**src/rtl/clkdiv_pkg.sv**
```systemverilog
// Shared constants and configuration payload for the programmable clock divider.
package clkdiv_pkg;

   localparam int unsigned CLKDIV_MIN_PERIOD = 2;
   localparam int unsigned CH_IDX_W          = 4;
   localparam int unsigned CLKDIV_CNT_W      = 16;

   typedef struct packed {
      logic [CLKDIV_CNT_W-1:0] period;
      logic [CLKDIV_CNT_W-1:0] high;
   } clkdiv_cfg_t;

endpackage

```
**src/rtl/clkdiv_channel.sv**
```systemverilog
// One divider channel: period counter, active and shadow period/high, registered outputs.
// Optional macro CLKDIV_TICK_EN builds the per-period tick output; otherwise tick is tied low.
module clkdiv_channel
   import clkdiv_pkg::*;
#(
   parameter int unsigned CNT_W      = 16,
   parameter int unsigned RST_PERIOD = 2,
   parameter int unsigned RST_HIGH   = 1
) (
   input  logic        clk,
   input  logic        reset,
   input  logic        en,
   input  logic        sync,
   input  logic        load,
   input  clkdiv_cfg_t cfg,
   output logic        pend,
   output logic        div_clk,
   output logic        tick
);

   logic [CNT_W-1:0] cnt;
   logic [CNT_W-1:0] cnt_nx;
   logic [CNT_W-1:0] per;
   logic [CNT_W-1:0] per_nx;
   logic [CNT_W-1:0] high;
   logic [CNT_W-1:0] high_nx;
   logic [CNT_W-1:0] per_sh;
   logic [CNT_W-1:0] high_sh;
   logic             run;
   logic             restart;
   logic             boundary;
   logic             apply;

   // A period boundary is a wrap, an enable rise, a sync, or simply being disabled.
   always_comb begin
      restart  = en && (!run || sync || (cnt == per - CNT_W'(1)));
      boundary = !en || restart;
      apply    = pend && boundary;
      per_nx   = apply ? per_sh : per;
      high_nx  = apply ? high_sh : high;
      cnt_nx   = boundary ? '0 : cnt + CNT_W'(1);
   end

   always_ff @(posedge clk) begin
      if (reset) begin
         run     <= 1'b0;
         cnt     <= '0;
         per     <= CNT_W'(RST_PERIOD);
         high    <= CNT_W'(RST_HIGH);
         per_sh  <= CNT_W'(RST_PERIOD);
         high_sh <= CNT_W'(RST_HIGH);
         pend    <= 1'b0;
         div_clk <= 1'b0;
      end else begin
         run     <= en;
         cnt     <= cnt_nx;
         per     <= per_nx;
         high    <= high_nx;
         div_clk <= en && (cnt_nx < high_nx);
         // A load only happens while pend is clear, so it never collides with an apply.
         if (load) begin
            per_sh  <= CNT_W'(cfg.period);
            high_sh <= CNT_W'(cfg.high);
            pend    <= 1'b1;
         end else if (apply) begin
            pend    <= 1'b0;
         end
      end
   end

`ifdef CLKDIV_TICK_EN
   always_ff @(posedge clk) begin
      if (reset) begin
         tick <= 1'b0;
      end else begin
         tick <= en && (cnt_nx == '0);
      end
   end
`else
   assign tick = 1'b0;
`endif

endmodule

```
**src/rtl/prog_clk_divider.sv**
```systemverilog
// Multi-channel programmable clock divider: config decode, ready mux, error flag, channel array.
// Optional macro CLKDIV_TICK_EN enables the per-channel tick outputs.
module prog_clk_divider
   import clkdiv_pkg::*;
#(
   parameter int unsigned NUM_CH     = 4,
   parameter int unsigned CNT_W      = 16,
   parameter int unsigned RST_PERIOD = 2,
   parameter int unsigned RST_HIGH   = 1
) (
   input  logic                clk,
   input  logic                reset,
   input  logic [NUM_CH-1:0]   en,
   input  logic                sync,
   input  logic                cfg_valid,
   output logic                cfg_ready,
   input  logic [CH_IDX_W-1:0] cfg_ch,
   input  logic [CNT_W-1:0]    cfg_period,
   input  logic [CNT_W-1:0]    cfg_high,
   output logic                cfg_err,
   output logic [NUM_CH-1:0]   div_clk,
   output logic [NUM_CH-1:0]   tick
);

   localparam int unsigned IDX_CMP_W = CH_IDX_W + 1;

   logic              in_range;
   logic              req_ok;
   logic              accept;
   logic [NUM_CH-1:0] pend;
   logic [NUM_CH-1:0] load;
   clkdiv_cfg_t       req_cfg;

   // Request decode; out-of-range channels are always ready so they can be rejected.
   always_comb begin
      in_range  = IDX_CMP_W'(cfg_ch) < IDX_CMP_W'(NUM_CH);
      req_ok    = in_range && (cfg_period >= CNT_W'(CLKDIV_MIN_PERIOD)) &&
                  (cfg_high != '0) && (cfg_high < cfg_period);
      cfg_ready = 1'b1;
      for (int c = 0; c < NUM_CH; c++) begin
         if (cfg_ch == CH_IDX_W'(c)) begin
            cfg_ready = !pend[c];
         end
      end
      accept = cfg_valid && cfg_ready;
      load   = '0;
      for (int c = 0; c < NUM_CH; c++) begin
         load[c] = accept && req_ok && (cfg_ch == CH_IDX_W'(c));
      end
      req_cfg.period = CLKDIV_CNT_W'(cfg_period);
      req_cfg.high   = CLKDIV_CNT_W'(cfg_high);
   end

   always_ff @(posedge clk) begin
      if (reset) begin
         cfg_err <= 1'b0;
      end else begin
         cfg_err <= accept && !req_ok;
      end
   end

   for (genvar c = 0; c < NUM_CH; c++) begin : g_ch
      clkdiv_channel #(
         .CNT_W      (CNT_W),
         .RST_PERIOD (RST_PERIOD),
         .RST_HIGH   (RST_HIGH)
      ) u_ch (
         .clk     (clk),
         .reset   (reset),
         .en      (en[c]),
         .sync    (sync),
         .load    (load[c]),
         .cfg     (req_cfg),
         .pend    (pend[c]),
         .div_clk (div_clk[c]),
         .tick    (tick[c])
      );
   end

endmodule

```
**config.mk**
```make
export PLATFORM = sky130hd
export DESIGN_NAME = prog_clk_divider
export DESIGN_NICKNAME = d
export VERILOG_FILES = /design/src/rtl/clkdiv_pkg.sv /design/src/rtl/clkdiv_channel.sv /design/src/rtl/prog_clk_divider.sv
export SDC_FILE = /design/constraint.sdc
export NUM_CORES = 1
export LEC_CHECK = 0
export CORE_MARGIN = 3
export CORE_UTILIZATION = 56
export DETAILED_ROUTE_END_ITERATION = 8
export GPL_TIMING_DRIVEN = 0
export PLACE_DENSITY = 0.84
export SETUP_SLACK_MARGIN = 0.4
export SYNTH_ARGS = -nofsm -noshare
export SYNTH_HDL_FRONTEND = slang
export SYNTH_SLANG_ARGS = --single-unit
```
**constraint.sdc**
```tcl
create_clock -name clk -period 4.7 [get_ports clk]
set_input_delay 0.47 -clock clk [delete_from_list [all_inputs] [get_ports clk]]
set_output_delay 0.47 -clock clk [all_outputs]
set_load 0.03 [all_outputs]
```
==> flow_metrics.py <==
metrics = {
    "status": {
        "status": "complete, no violations",
    },
    "yosys": {
        "synth.distinct_cells": 75,
        "synthCells": 2040,
        "synth_top_family_by_area": "simple AND/OR/NAND/NOR gates",
        "syn_avg_cell_area_sq_um": 8.47,
        "synth-simple-area-share_pct": 21.9,
        "synthAdderAreaFrac_pct": 6.01,
        "synth-compound-area-share_pct": 14.1,
        "yosysTopAreaCell": "dfxtp_1",
        "muxShareOfSynthArea_pct": 7.85,
        "seq_area_frac_synth_pct": 38.6,
        "ys_ff_latch": 333,
        "synth_area_leaders": "dfxtp_1 (39%), mux2i_1 (7.6%), ha_1 (6.0%)",
        "ys.flop_type": "dfxtp_1",
        "synth_edf_count": 0,
        "synthTopCellsByCount": "dfxtp_1 (333), nor2_1 (241), a21oi_1 (167), nand2_1 (159), mux2i_1 (131)",
        "ys.warnings.count": 0,
        "synth_area_sq_mm": 0.0173,
        "yosysMostFrequentCell": "dfxtp_1",
        "synthArstFlopShare_pct": 0,
        "synth_top_area_share_pct": 38.6,
        "synth-xor-area-share_pct": 6.69,
    },
    "setup_path": {
        "r2r_start": "g_ch[2].u_ch.per[1]",
        "arrival_ns": 5.02,
        "worst_setup_path_end_kind": "register",
        "worst-r2r-cell-count": 20,
        "cp_max_fo": 8,
        "crit_required_ns": 5.14,
        "regToRegSetupSlack_ns": 0.12,
        "cp_cell_sequence": "inv_2, ha_4, or3b_4, nand3b_1, or3b_1, and4b_1, or4_4, o21ai_4, buf_12, buf_8, nand3_2, and2_4, ha_1, nand4_1, or3_4, nor3_4, a211oi_2, o221ai_2, or2_4, o22ai_4",
        "crit_type": "reg -> reg",
        "slowest_delay_ns": 0.46,
        "start_kind": "register",
        "worstReg2RegEnd": "g_ch[2].u_ch.div_clk",
        "cp_slowest_cell": "or4_4",
    },
    "power_and_ir_drop": {
        "leakage_nw": 7.46,
        "vdd_drop_max_mv": 0.261,
        "combPwrFrac_pct": 5.1,
        "seq_power_share_pct": 48.0,
        "intPower_mw": 4.56,
        "pwr-share-clk_pct": 46.8,
        "swShare_pct": 22.6,
        "p_per_area_mw_per_mm2": 289,
        "p_switching_mw": 1.33,
    },
    "min_path": {
        "worstHoldStart": "g_ch[3].u_ch.per_sh[10]",
        "min_to": "g_ch[3].u_ch.per_sh[10]",
        "min_path_type": "reg -> reg",
        "min_path_cells": 2,
    },
    "drt": {
        "route.vias.total": 16000,
        "drt_iter0_drc": 1589,
        "via_per_inst": 6.19,
        "drt-pass1-iter-count": 5,
        "wire_per_inst_microns": 20.0,
        "post-route-drc-count": 0,
        "drt-total-wl_mm": 51.7,
        "ant_nets": 0,
    },
    "clock_tree": {
        "cts_buffers": 34,
        "cts_tree": "yes",
        "cts.sinks": 333,
        "path_clk_slew_ns": 0.06,
        "cts_root_buf": "clkbuf_16",
        "htreeDepth": 2,
        "cts.path.max_buffers": 3,
        "ctsHoldBuffers": 0,
        "clkLatencyLatePin_ns": 0.52,
    },
    "placed_design": {
        "hpwl_mm": 35.8,
        "dpl_cell_area_sq_mm": 0.0183,
        "dp.cells": 2481,
        "gp_congestion": 0.939,
        "numPortBuffers": 48,
        "dp_slack_ns": -0.590,
    },
    "timing": {
        "worst_slack_ns": 0.119,
        "timing.final.crit_share_pct": 97.5,
        "timing.slew.headroom_pct": 28.2,
        "period_needed_ns": 4.58,
        "finClkSkew_ns": 0.0188,
        "hold_viol": 0,
        "fin_tns_setup_ns": 0,
        "rsz0062_at_grt": "yes",
        "worst_slew_pin_slew_ns": 1.08,
        "report.final.slew_viol_count": 0,
        "achievable-frequency_mhz": 218,
        "setup_viol": 0,
    },
    "grt": {
        "grt_pass1_vias": 15500,
        "antenna_found_initial": 0,
        "grt_max_degree": 15,
        "grt_use_total_pct": 29.5,
        "grt_pass1_wl_mm": 79.6,
        "grt_overflow": 0,
    },
    "finish": {
        "fin_area_sq_mm": 0.0204,
        "final_util_pct": 68.0,
        "drive_gt1_share_pct": 14.0,
        "finalNetCount": 2303,
        "final_cell_count_no_fill": 2590,
        "area_growth_pct": 18.3,
    },
    "die": {
        "start_util_pct": 57.5,
        "fp.coreArea_sq_mm": 0.0300,
        "fp.dieW_microns": 182,
        "dieArea_sq_mm": 0.0330,
        "io_pins": 54,
        "die_h_microns": 182,
        "fp-row-count": 63,
    },
    "job": {
        "maxCapViolCount": 0,
    },
}
-- metrics by stage --
step	hold WS (ns)	total power, mW
floorplan	0.432	3.02
finish	0.461	5.90
global placement	0.444	3.16
CTS	0.460	5.88
detailed placement	0.450	3.17
global route	0.480	6.02
-- power groups by stage --
stage,sequential [mW],combinational [mW],clock (mW)
final,2.83,0.303,2.76
after global routing,2.83,0.311,2.88
after CTS,2.83,0.285,2.77
after detailed placement,2.90,0.268,0
after global placement,2.90,0.263,0
after floorplan,2.90,0.127,0
-- cells by family (layout without fill, tap and decap cells) --
group	Yosys count	after routing
multiplexers	134	134
AO/OA/AOI/OAI	393	393
XOR/XNOR	132	132
flip-flops	333	333
adder cells (fa/ha/maj)	83	83
buffers and inverters	188	344
other	1	5
AND/OR/NAND/NOR	776	776
-- area by class of cell --
class / instances / area (sq um)
Fill cell: 2217 / 9600
Tap cell: 390 / 488
Multi-Input combinational cell: 1522 / 10200
Buffer: 142 / 776
Clock buffer: 52 / 1040
Clock inverter: 7 / 104
Sequential cell: 333 / 6690
Antenna cell: 1 / 2.50
Timing Repair Buffer: 97 / 913
Inverter: 46 / 175
-- worst max path at each step --
stage / start / to / slack, ns / depth (start not counted)
2_1_floorplan: g_ch[3].u_ch.per[2] / g_ch[3].u_ch.div_clk / 0.39 / 19
3_3_place_gp: g_ch[3].u_ch.per[3] / g_ch[3].u_ch.div_clk / -0.62 / 19
3_5_place_dp: g_ch[3].u_ch.per[2] / g_ch[3].u_ch.div_clk / -0.59 / 19
4_1_cts: g_ch[3].u_ch.per[6] / g_ch[3].u_ch.div_clk / 0.22 / 18
5_1_grt: g_ch[3].u_ch.per[4] / g_ch[3].u_ch.div_clk / -0.04 / 18
6_report: g_ch[2].u_ch.per[1] / g_ch[2].u_ch.div_clk / 0.12 / 20
-- layer usage --
metal / part of all wire, % / up-vias / track usage, % / wire [microns]
met3: 9.0 / 194 / 5.73 / 4640
met2: 46 / 780 / 49.4 / 23800
li1: - / 7455 / - / -
met4: 5.3 / 0 / 13.3 / 2720
met5: 0 / - / 0 / 0
met1: 40 / 7608 / 36.7 / 20500
-- worst max-delay path, delay by kind of cell, from the launching register on --
family | cells | cell delay [ns]
AOI/OAI and AO/OA | 4 | 0.74
buffers and inverters | 3 | 0.39
adders and majority gates | 2 | 0.42
and+or+nand+nor | 11 | 2.57
DFF | 1 | 0.38
-- cell usage in the layout (no fill, tap or decap), types with 38 or more instances in the layout --
| master | instances |
|---|---|
| nand3_1 | 109 |
| o21ai_0 | 65 |
| mux2i_1 | 128 |
| xnor2_1 | 69 |
| a21oi_1 | 160 |
| inv_1 | 40 |
| clkdlybuf4s50_1 | 48 |
| nand4_1 | 38 |
| dfxtp_1 | 321 |
| xor2_1 | 62 |
| buf_4 | 56 |
| ha_1 | 77 |
| nand2_1 | 157 |
| nor2_1 | 239 |
| clkbuf_1 | 85 |
| nor3_1 | 63 |
-- repair_timing --
item,in CTS,in global routing
pin swaps,33,30
buffers inserted,30,17
endpoints found under the hold margin,0,0
setup endpoints to repair,4,4
cloned,1,1
resized for setup,109,42
-- flip-flops by register name, indices dropped and copies added (netlist names) --
| signal | count |
|---|---|
| g_ch.u_ch.pend | 4 |
| g_ch.u_ch.div_clk | 4 |
| g_ch.u_ch.per_sh | 64 |
| cfg_err | 1 |
| g_ch.u_ch.high | 64 |
| g_ch.u_ch.high_sh | 64 |
| g_ch.u_ch.per | 64 |
| g_ch.u_ch.run | 4 |
| g_ch.u_ch.cnt | 64 |
No activity file was read; power rests on OpenSTA's default activity.
